## config.mk

```make
export PLATFORM = sky130hd
export DESIGN_NAME = inv_add_round_key_flat
export DESIGN_NICKNAME = d
export VERILOG_FILES = /design/src/rtl/inv_add_round_key_if.sv /design/src/rtl/inv_add_round_key.sv /design/src/flat_wrapper.sv
export SDC_FILE = /design/constraint.sdc
export NUM_CORES = 2
export LEC_CHECK = 0
export ABC_CLOCK_PERIOD_IN_PS = 73800
export CAP_MARGIN = 20
export CORE_ASPECT_RATIO = 1.75
export CORE_UTILIZATION = 60
export CTS_BUF_LIST = sky130_fd_sc_hd__clkbuf_4 sky130_fd_sc_hd__clkbuf_8
export DETAILED_ROUTE_END_ITERATION = 6
export GPL_TIMING_DRIVEN = 0
export PLACE_DENSITY_LB_ADDON = 0.3
export SKIP_LAST_GASP = 1
export SYNTH_ARGS = -nofsm -noshare
export SYNTH_HDL_FRONTEND = slang
export SYNTH_SLANG_ARGS = --single-unit
export TNS_END_PERCENT = 30
```

## constraint.sdc

```tcl
create_clock -name clk -period 73.8 [get_ports clk]
set_input_delay 14.76 -clock clk [delete_from_list [all_inputs] [get_ports clk]]
set_output_delay 14.76 -clock clk [all_outputs]
set_load 0.05 [all_outputs]
```

## src/rtl/inv_add_round_key_if.sv

```systemverilog
// inv_add_round_key_if: state-word input and round-result output handshake bundle.
interface inv_add_round_key_if;
    logic         in_valid;
    logic         in_ready;
    logic [127:0] in_data;
    logic         out_valid;
    logic         out_ready;
    logic [127:0] out_data;
    logic [3:0]   out_round;
    logic         out_mix;
    logic         out_last;
    modport slave (
        input  in_valid, in_data, out_ready,
        output in_ready, out_valid, out_data, out_round, out_mix, out_last
    );
    modport master (
        output in_valid, in_data, out_ready,
        input  in_ready, out_valid, out_data, out_round, out_mix, out_last
    );
endinterface

```

## src/rtl/inv_add_round_key.sv

```systemverilog
// inv_add_round_key: AES inverse AddRoundKey stage with round-key store and round sequencing.
module inv_add_round_key #(
    parameter int NR = 10
) (
    input  logic         clk,
    input  logic         rst,
    input  logic         key_we,
    input  logic [3:0]   key_idx,
    input  logic [127:0] key_data,
    input  logic         flush,
    output logic         busy,
    inv_add_round_key_if.slave bus
);
    typedef enum logic {IDLE, RUN} state_t;
    state_t       state_q, state_d;
    logic [3:0]   rnd_q, rnd_d;
    logic [127:0] key_q [NR+1];
    logic [127:0] key_d [NR+1];
    logic         out_valid_q, out_valid_d;
    logic [127:0] out_data_q, out_data_d;
    logic [3:0]   out_round_q, out_round_d;
    logic         out_mix_q, out_mix_d;
    logic         out_last_q, out_last_d;
    logic         accept;
    assign bus.in_ready  = !out_valid_q || bus.out_ready;
    assign accept        = bus.in_valid && bus.in_ready && !flush;
    assign busy          = state_q == RUN;
    assign bus.out_valid = out_valid_q;
    assign bus.out_data  = out_data_q;
    assign bus.out_round = out_round_q;
    assign bus.out_mix   = out_mix_q;
    assign bus.out_last  = out_last_q;
    // Key reads use key_q, so a same-cycle write is only seen by the next accept.
    always_comb begin
        key_d       = key_q;
        state_d     = state_q;
        rnd_d       = rnd_q;
        out_valid_d = out_valid_q;
        out_data_d  = out_data_q;
        out_round_d = out_round_q;
        out_mix_d   = out_mix_q;
        out_last_d  = out_last_q;
        if (key_we && key_idx <= 4'(NR))
            key_d[key_idx] = key_data;
        if (flush) begin
            state_d     = IDLE;
            rnd_d       = 4'(NR);
            out_valid_d = 1'b0;
        end else if (accept) begin
            out_valid_d = 1'b1;
            out_data_d  = bus.in_data ^ key_q[rnd_q];
            out_round_d = rnd_q;
            out_last_d  = rnd_q == 4'd0;
            out_mix_d   = rnd_q != 4'(NR) && rnd_q != 4'd0;
            state_d     = (state_q == IDLE || rnd_q != 4'd0) ? RUN : IDLE;
            rnd_d       = state_q == IDLE ? 4'(NR - 1) : (rnd_q == 4'd0 ? 4'(NR) : rnd_q - 4'd1);
        end else if (out_valid_q && bus.out_ready) begin
            out_valid_d = 1'b0;
        end
    end
    always_ff @(posedge clk or posedge rst) begin
        if (rst) begin
            key_q       <= '{default: '0};
            state_q     <= IDLE;
            rnd_q       <= 4'(NR);
            out_valid_q <= 1'b0;
            out_data_q  <= '0;
            out_round_q <= '0;
            out_mix_q   <= 1'b0;
            out_last_q  <= 1'b0;
        end else begin
            key_q       <= key_d;
            state_q     <= state_d;
            rnd_q       <= rnd_d;
            out_valid_q <= out_valid_d;
            out_data_q  <= out_data_d;
            out_round_q <= out_round_d;
            out_mix_q   <= out_mix_d;
            out_last_q  <= out_last_d;
        end
    end
endmodule
```

## src/flat_wrapper.sv

```systemverilog
// flat-port wrapper written by rule: the top's interface ports become plain ports
module inv_add_round_key_flat 
#(
    parameter int NR = 10
)
  (clk, rst, key_we, key_idx, key_data, flush, busy, bus_in_valid, bus_in_data, bus_out_ready, bus_in_ready, bus_out_valid, bus_out_data, bus_out_round, bus_out_mix, bus_out_last);
  inv_add_round_key_if bus_i ();
  input  logic clk;
  input  logic rst;
  input  logic key_we;
  input  logic [3:0] key_idx;
  input  logic [127:0] key_data;
  input  logic flush;
  output logic busy;
  input wire logic [$bits(bus_i.in_valid)-1:0] bus_in_valid;
  input wire logic [$bits(bus_i.in_data)-1:0] bus_in_data;
  input wire logic [$bits(bus_i.out_ready)-1:0] bus_out_ready;
  output wire logic [$bits(bus_i.in_ready)-1:0] bus_in_ready;
  output wire logic [$bits(bus_i.out_valid)-1:0] bus_out_valid;
  output wire logic [$bits(bus_i.out_data)-1:0] bus_out_data;
  output wire logic [$bits(bus_i.out_round)-1:0] bus_out_round;
  output wire logic [$bits(bus_i.out_mix)-1:0] bus_out_mix;
  output wire logic [$bits(bus_i.out_last)-1:0] bus_out_last;
  assign bus_i.in_valid = bus_in_valid;
  assign bus_i.in_data = bus_in_data;
  assign bus_i.out_ready = bus_out_ready;
  assign bus_in_ready = bus_i.in_ready;
  assign bus_out_valid = bus_i.out_valid;
  assign bus_out_data = bus_i.out_data;
  assign bus_out_round = bus_i.out_round;
  assign bus_out_mix = bus_i.out_mix;
  assign bus_out_last = bus_i.out_last;
  inv_add_round_key #(.NR(NR)) u_core (.clk(clk), .rst(rst), .key_we(key_we), .key_idx(key_idx), .key_data(key_data), .flush(flush), .busy(busy), .bus(bus_i));
endmodule
```

Word level (Yosys, flattened, before mapping)
Cells that the tools add are included.
{"block": "totals", "regBits": 1548, "wordCells": 60}
{"block": "op_classes", "n_lt_le_gt_ge": 4, "reduce_logical": 15, "n_addsub": 1, "n_mux": 16, "eq_ne": 1, "n_bitwise": 5}
{"operator": "bitwise mux 1408 bit", "n": 1}
{"operator": "binary-select mux 128 bit (select 4 bit)", "n": 1}
{"operator": "demux 128 bit (select 4 bit)", "n": 1}
{"operator": "two-way mux 128 bit", "n": 3}
{"operator": "bitwise XOR 128 bit", "n": 1}
{"operator": "two-way mux 4 bit", "n": 4}
{"operator": ">= comparator 5 bit, second input constant", "n": 2}
{"operator": "inverter 4 -> 5 bit", "n": 2}
{"operator": "logical AND 1 bit", "n": 6}
{"operator": "two-way mux 1 bit", "n": 6}
{"operator": "< comparator 5 x 1 -> 1 bit, second input constant", "n": 1}
{"operator": "<= comparator 4 bit, second input constant", "n": 1}
{"operator": "logical NOT 4 bit", "n": 1}
{"operator": "!= test 4 bit, second input constant", "n": 1}
{"operator": "nonzero test 4 bit", "n": 1}
{"operator": "subtractor 4 x 1 -> 4 bit, second input constant", "n": 1}
{"operator": "nonzero test 3 bit", "n": 1}
{"operator": "logical NOT 1 bit", "n": 2}
{"operator": "logical OR 1 bit", "n": 2}
{"operator": "inverter 1 bit", "n": 2}
{"operator": "AND reduction 2 bit", "n": 1}
{"operator": "nonzero test 2 bit", "n": 1}

Logic depth before layout (Yosys ltp)
{"block": "logic_depth", "ltp_word": 6, "depth_mapped": 10, "ltp_nobuf": 6}

Least setup slack after synthesis
Ideal clock, no wire load.
{"block": "synth_path", "path_kind": "input -> output", "from": "input bus_out_ready", "to": "output bus_in_ready", "n_path_buf": 0, "slack_ns": 43.879, "t_required_ns": 59.040, "arrival_time_ns": 15.161, "path_stages": 2, "cell_sequence": "nor2b_1 > inv_1"}
{"block": "synth_between", "elab_chain_len": 1}
{"element": "start, declared", "line": "flat_wrapper.sv:17", "rtl": "input wire logic [$bits(bus_i.out_ready)-1:0] bus_out_ready;"}
{"element": "logical OR 1 bit", "line": "inv_add_round_key.sv:25", "rtl": "assign bus.in_ready = !out_valid_q || bus.out_ready;"}
{"element": "end, declared", "line": "flat_wrapper.sv:18", "rtl": "output wire logic [$bits(bus_i.in_ready)-1:0] bus_in_ready;"}
No other way between the ends.

Worst setup path in the final report
Same ends and word-level chain as after synthesis.

==> flow_metrics.py <==
metrics = {
    "route": {
        "post_drt_wl_per_cell_um": 26.4,
        "wl_met3_um": 12200,
        "postRouteAntennaNets": 0,
        "avgViaCountPerCell": 6.17,
        "topRoutingLayerUsed": "met5",
        "wl_met1_um": 71900,
        "drc": 0,
        "drtPass1Iterations": 7,
        "drt-total-wl_um": 198000,
        "first_iter_violations": 3213,
        "dr_wl_met2_um": 100000,
        "vias": 46400,
    },
    "critical_path": {
        "critPathMaxFanout": 3,
        "slowest_delay_ns": 0.72,
        "crit_chain": "clkdlybuf4s50_1, nor2b_1, inv_1, clkdlybuf4s50_1",
        "timing.rr.start": "u_core.rnd_q[3]",
        "end_kind": "output pin",
        "critPathMostFrequentCell": "clkdlybuf4s50_1",
        "startpoint_type": "primary input",
        "slowest_stage": "clkdlybuf4s50_1",
        "arrival_ns": 16.24,
        "path_class": "in2out",
        "critPathLaunch": "bus_out_ready",
        "crit_required_ns": 59.04,
    },
    "timing": {
        "max-slew-margin-rel_pct": 17.6,
        "fin_crit_sh_pct": 42.0,
        "setup_tns_ns": 0,
        "period_minus_slack_ns": 31.00,
        "skew_ns": 0.0357,
        "max_clock_freq_mhz": 32.3,
        "whs_ns": 0.482,
        "worstMarginPinSlew_ns": 1.24,
        "rsz0062_at_grt": "no",
        "hold_viol": 0,
        "drv_slew": 0,
        "setup_viol": 0,
    },
    "floorplan": {
        "die_h_um": 459,
        "rows": 167,
        "start_util_pct": 60.5,
        "io_pins": 403,
        "dieWidth_um": 263,
        "die_area_um2": 121000,
        "fp.coreArea_um2": 118000,
    },
    "worst_hold_path": {
        "hold_path_class": "reg2reg",
        "min_from": "u_core.bus.out_data[25]",
    },
    "synthesis": {
        "yosys.area.top_type_share_pct": 54.1,
        "yosys_warnings": 0,
        "ys_ff_latch": 1548,
        "netlist_area_um2": 71600,
        "synthCells": 5204,
        "syn_avg_cell_area_um2": 13.8,
        "synth_nets": 5472,
        "yosysUniqueCellTypes": 34,
        "synth.largest_area_cell": "dfrtp_1",
        "ys_seq_area_share_pct": 54.1,
        "synthTopCellsByArea": "dfrtp_1, mux2_2, mux2i_1",
    },
    "cts": {
        "cts_buffers": 215,
        "cts_sinks": 1548,
        "cts_tree": "built",
        "path_clk_slew_ns": 0.06,
        "ctsHoldBuffers": 0,
        "htree_levels": 4,
        "clk-insertion-delay-late_ns": 0.98,
        "cts-root-buf": "clkbuf_8",
        "clockBufferDepth": 3,
        "ctsResizeCount": 0,
        "cts_setup_buffers": 0,
    },
    "place": {
        "io_buffers": 402,
        "postPlaceCellArea_um2": 77900,
        "place_congestion": 0.904,
        "dpl.hpwl_um": 141000,
        "dp_cells": 7145,
    },
    "finish": {
        "final_common_cell": "dfrtp_1",
        "mostFrequentLayoutCells": "dfrtp_1, mux2_2, clkdlybuf4s50_1",
        "layout-drive-gt1-share_pct": 37.3,
        "area_growth_pct": 15.2,
        "final_cells": 7527,
        "final_area_um2": 82500,
        "layout.nets": 6110,
    },
    "run": {
        "cap_violations": 0,
    },
    "power": {
        "clkPwrFrac_pct": 26.6,
        "seq_power_share_pct": 44.5,
        "p_int_uw": 1790,
        "swShare_pct": 31.7,
        "p_leak_uw": 0.0372,
        "power_density_nw_per_um2": 31.7,
        "p_sw_uw": 828,
        "ir_worst_vdd_v": 0.0000264,
        "share_comb_of_total_power_pct": 28.8,
    },
    "global_routing": {
        "antenna_found_initial": 17,
        "grt_start_max_net_pins": 138,
        "grt_overflow_total": 0,
        "grt_pass1_vias": 49900,
        "grt_usage_pct": 33.3,
        "grt_pass1_wl_um": 301000,
    },
    "run_status": {
        "status": "finished, final reports clean",
    },
}
[per-layer routing]
layer / vias to the layer above / track usage [%]
met2: 1792 / 57.0
met4: 16 / 21.1
met5: - / 0
met3: 629 / 6.61
li1: 20000 / -
met1: 24000 / 38.3
[synthesized netlist by cell type, drive strengths merged]
cell	n
clkbuf	316
nor3	2
o31ai	129
or3	1
a22o	129
nor2b	5
nor3b	3
mux2	1280
o21ai	262
xnor2	128
and3	1
o2bb2ai	1
o221a	128
nand3	3
buf	196
nand3b	129
inv	133
mux4	128
or2	1
ha	2
dfstp	2
mux2i	385
nand2	277
nor2	9
dfrtp	1546
a21oi	4
nand2b	4
[path summary, 6_finish.rpt]
path	end	slack, ns	cells past startpoint
worst max-delay path	bus_in_ready	42.80	4
worst min-delay path	u_core.bus.out_data[25]	0.48	2
worst max register to register	u_core.bus.out_data[18]	70.14	7
worst min register to register	u_core.bus.out_data[25]	0.48	2
max in group asynchronous	u_core.bus.out_data[90]	56.10	7
min in group asynchronous	u_core.bus.out_data[16]	14.25	2
[worst max-delay path: cells and delay by family]
family | cells | cell delay (ns)
buffers and inverters | 3 | 1.25
AND/OR/NAND/NOR | 1 | 0.23
[final cells by class]
cell class	count	area (um^2)
diodes	8	20.0
clock inverters	13	118
multi-input cells	3011	30000
well taps	1521	1900
plain buffers	512	2360
repair buffers	421	4470
inverters	133	507
clock buffers	360	4370
fillers	8414	35800
flip-flops and latches	1548	38700
[cell families (layout without fill, tap and decap cells)]
kind of cell / count (synthesis) / after routing / share of synthesized area [%]
other: 0 / 8 / 0
AOI/OAI and AO/OA: 653 / 653 / 7.71
DFF: 1548 / 1548 / 54.1
adders and majority gates: 2 / 2 / 0.0350
xor gates and xnor gates: 128 / 128 / 1.57
buffers and inverters: 645 / 1439 / 3.99
muxes: 1793 / 1793 / 29.6
and+or+nand+nor: 435 / 435 / 3.02
[power by group through the flow]
stage / clock, uW / sequential (uW) / combinational (uW)
CTS: 704 / 1160 / 754
global placement: 0 / 1170 / 728
floorplan: 0 / 1270 / 427
global route: 740 / 1190 / 798
finish: 697 / 1170 / 754
detailed placement: 0 / 1180 / 751
[flip-flops by register name (all words and copies together) (netlist names)]
register,flops
u_core.bus.out_data,128
u_core.bus.out_round,4
u_core.bus.out_valid,1
u_core.bus.out_mix,1
u_core.bus.out_last,1
u_core.rnd_q,4
u_core.key_q,1408
u_core.busy,1
[stage by stage]
| stage | total power (uW) | util (%) | setup slack [ns] |
|---|---|---|---|
| 2_1_floorplan | 1690 | - | 15.37 |
| 3_3_place_gp | 1900 | 65.5 | 0.425 |
| 3_5_place_dp | 1930 | 65.9 | 42.82 |
| 4_1_cts | 2620 | 69.7 | 42.81 |
| 5_1_grt | 2730 | 69.7 | 42.72 |
| 6_report | 2620 | 69.7 | 42.80 |
(Power assumes the default switching activity.)
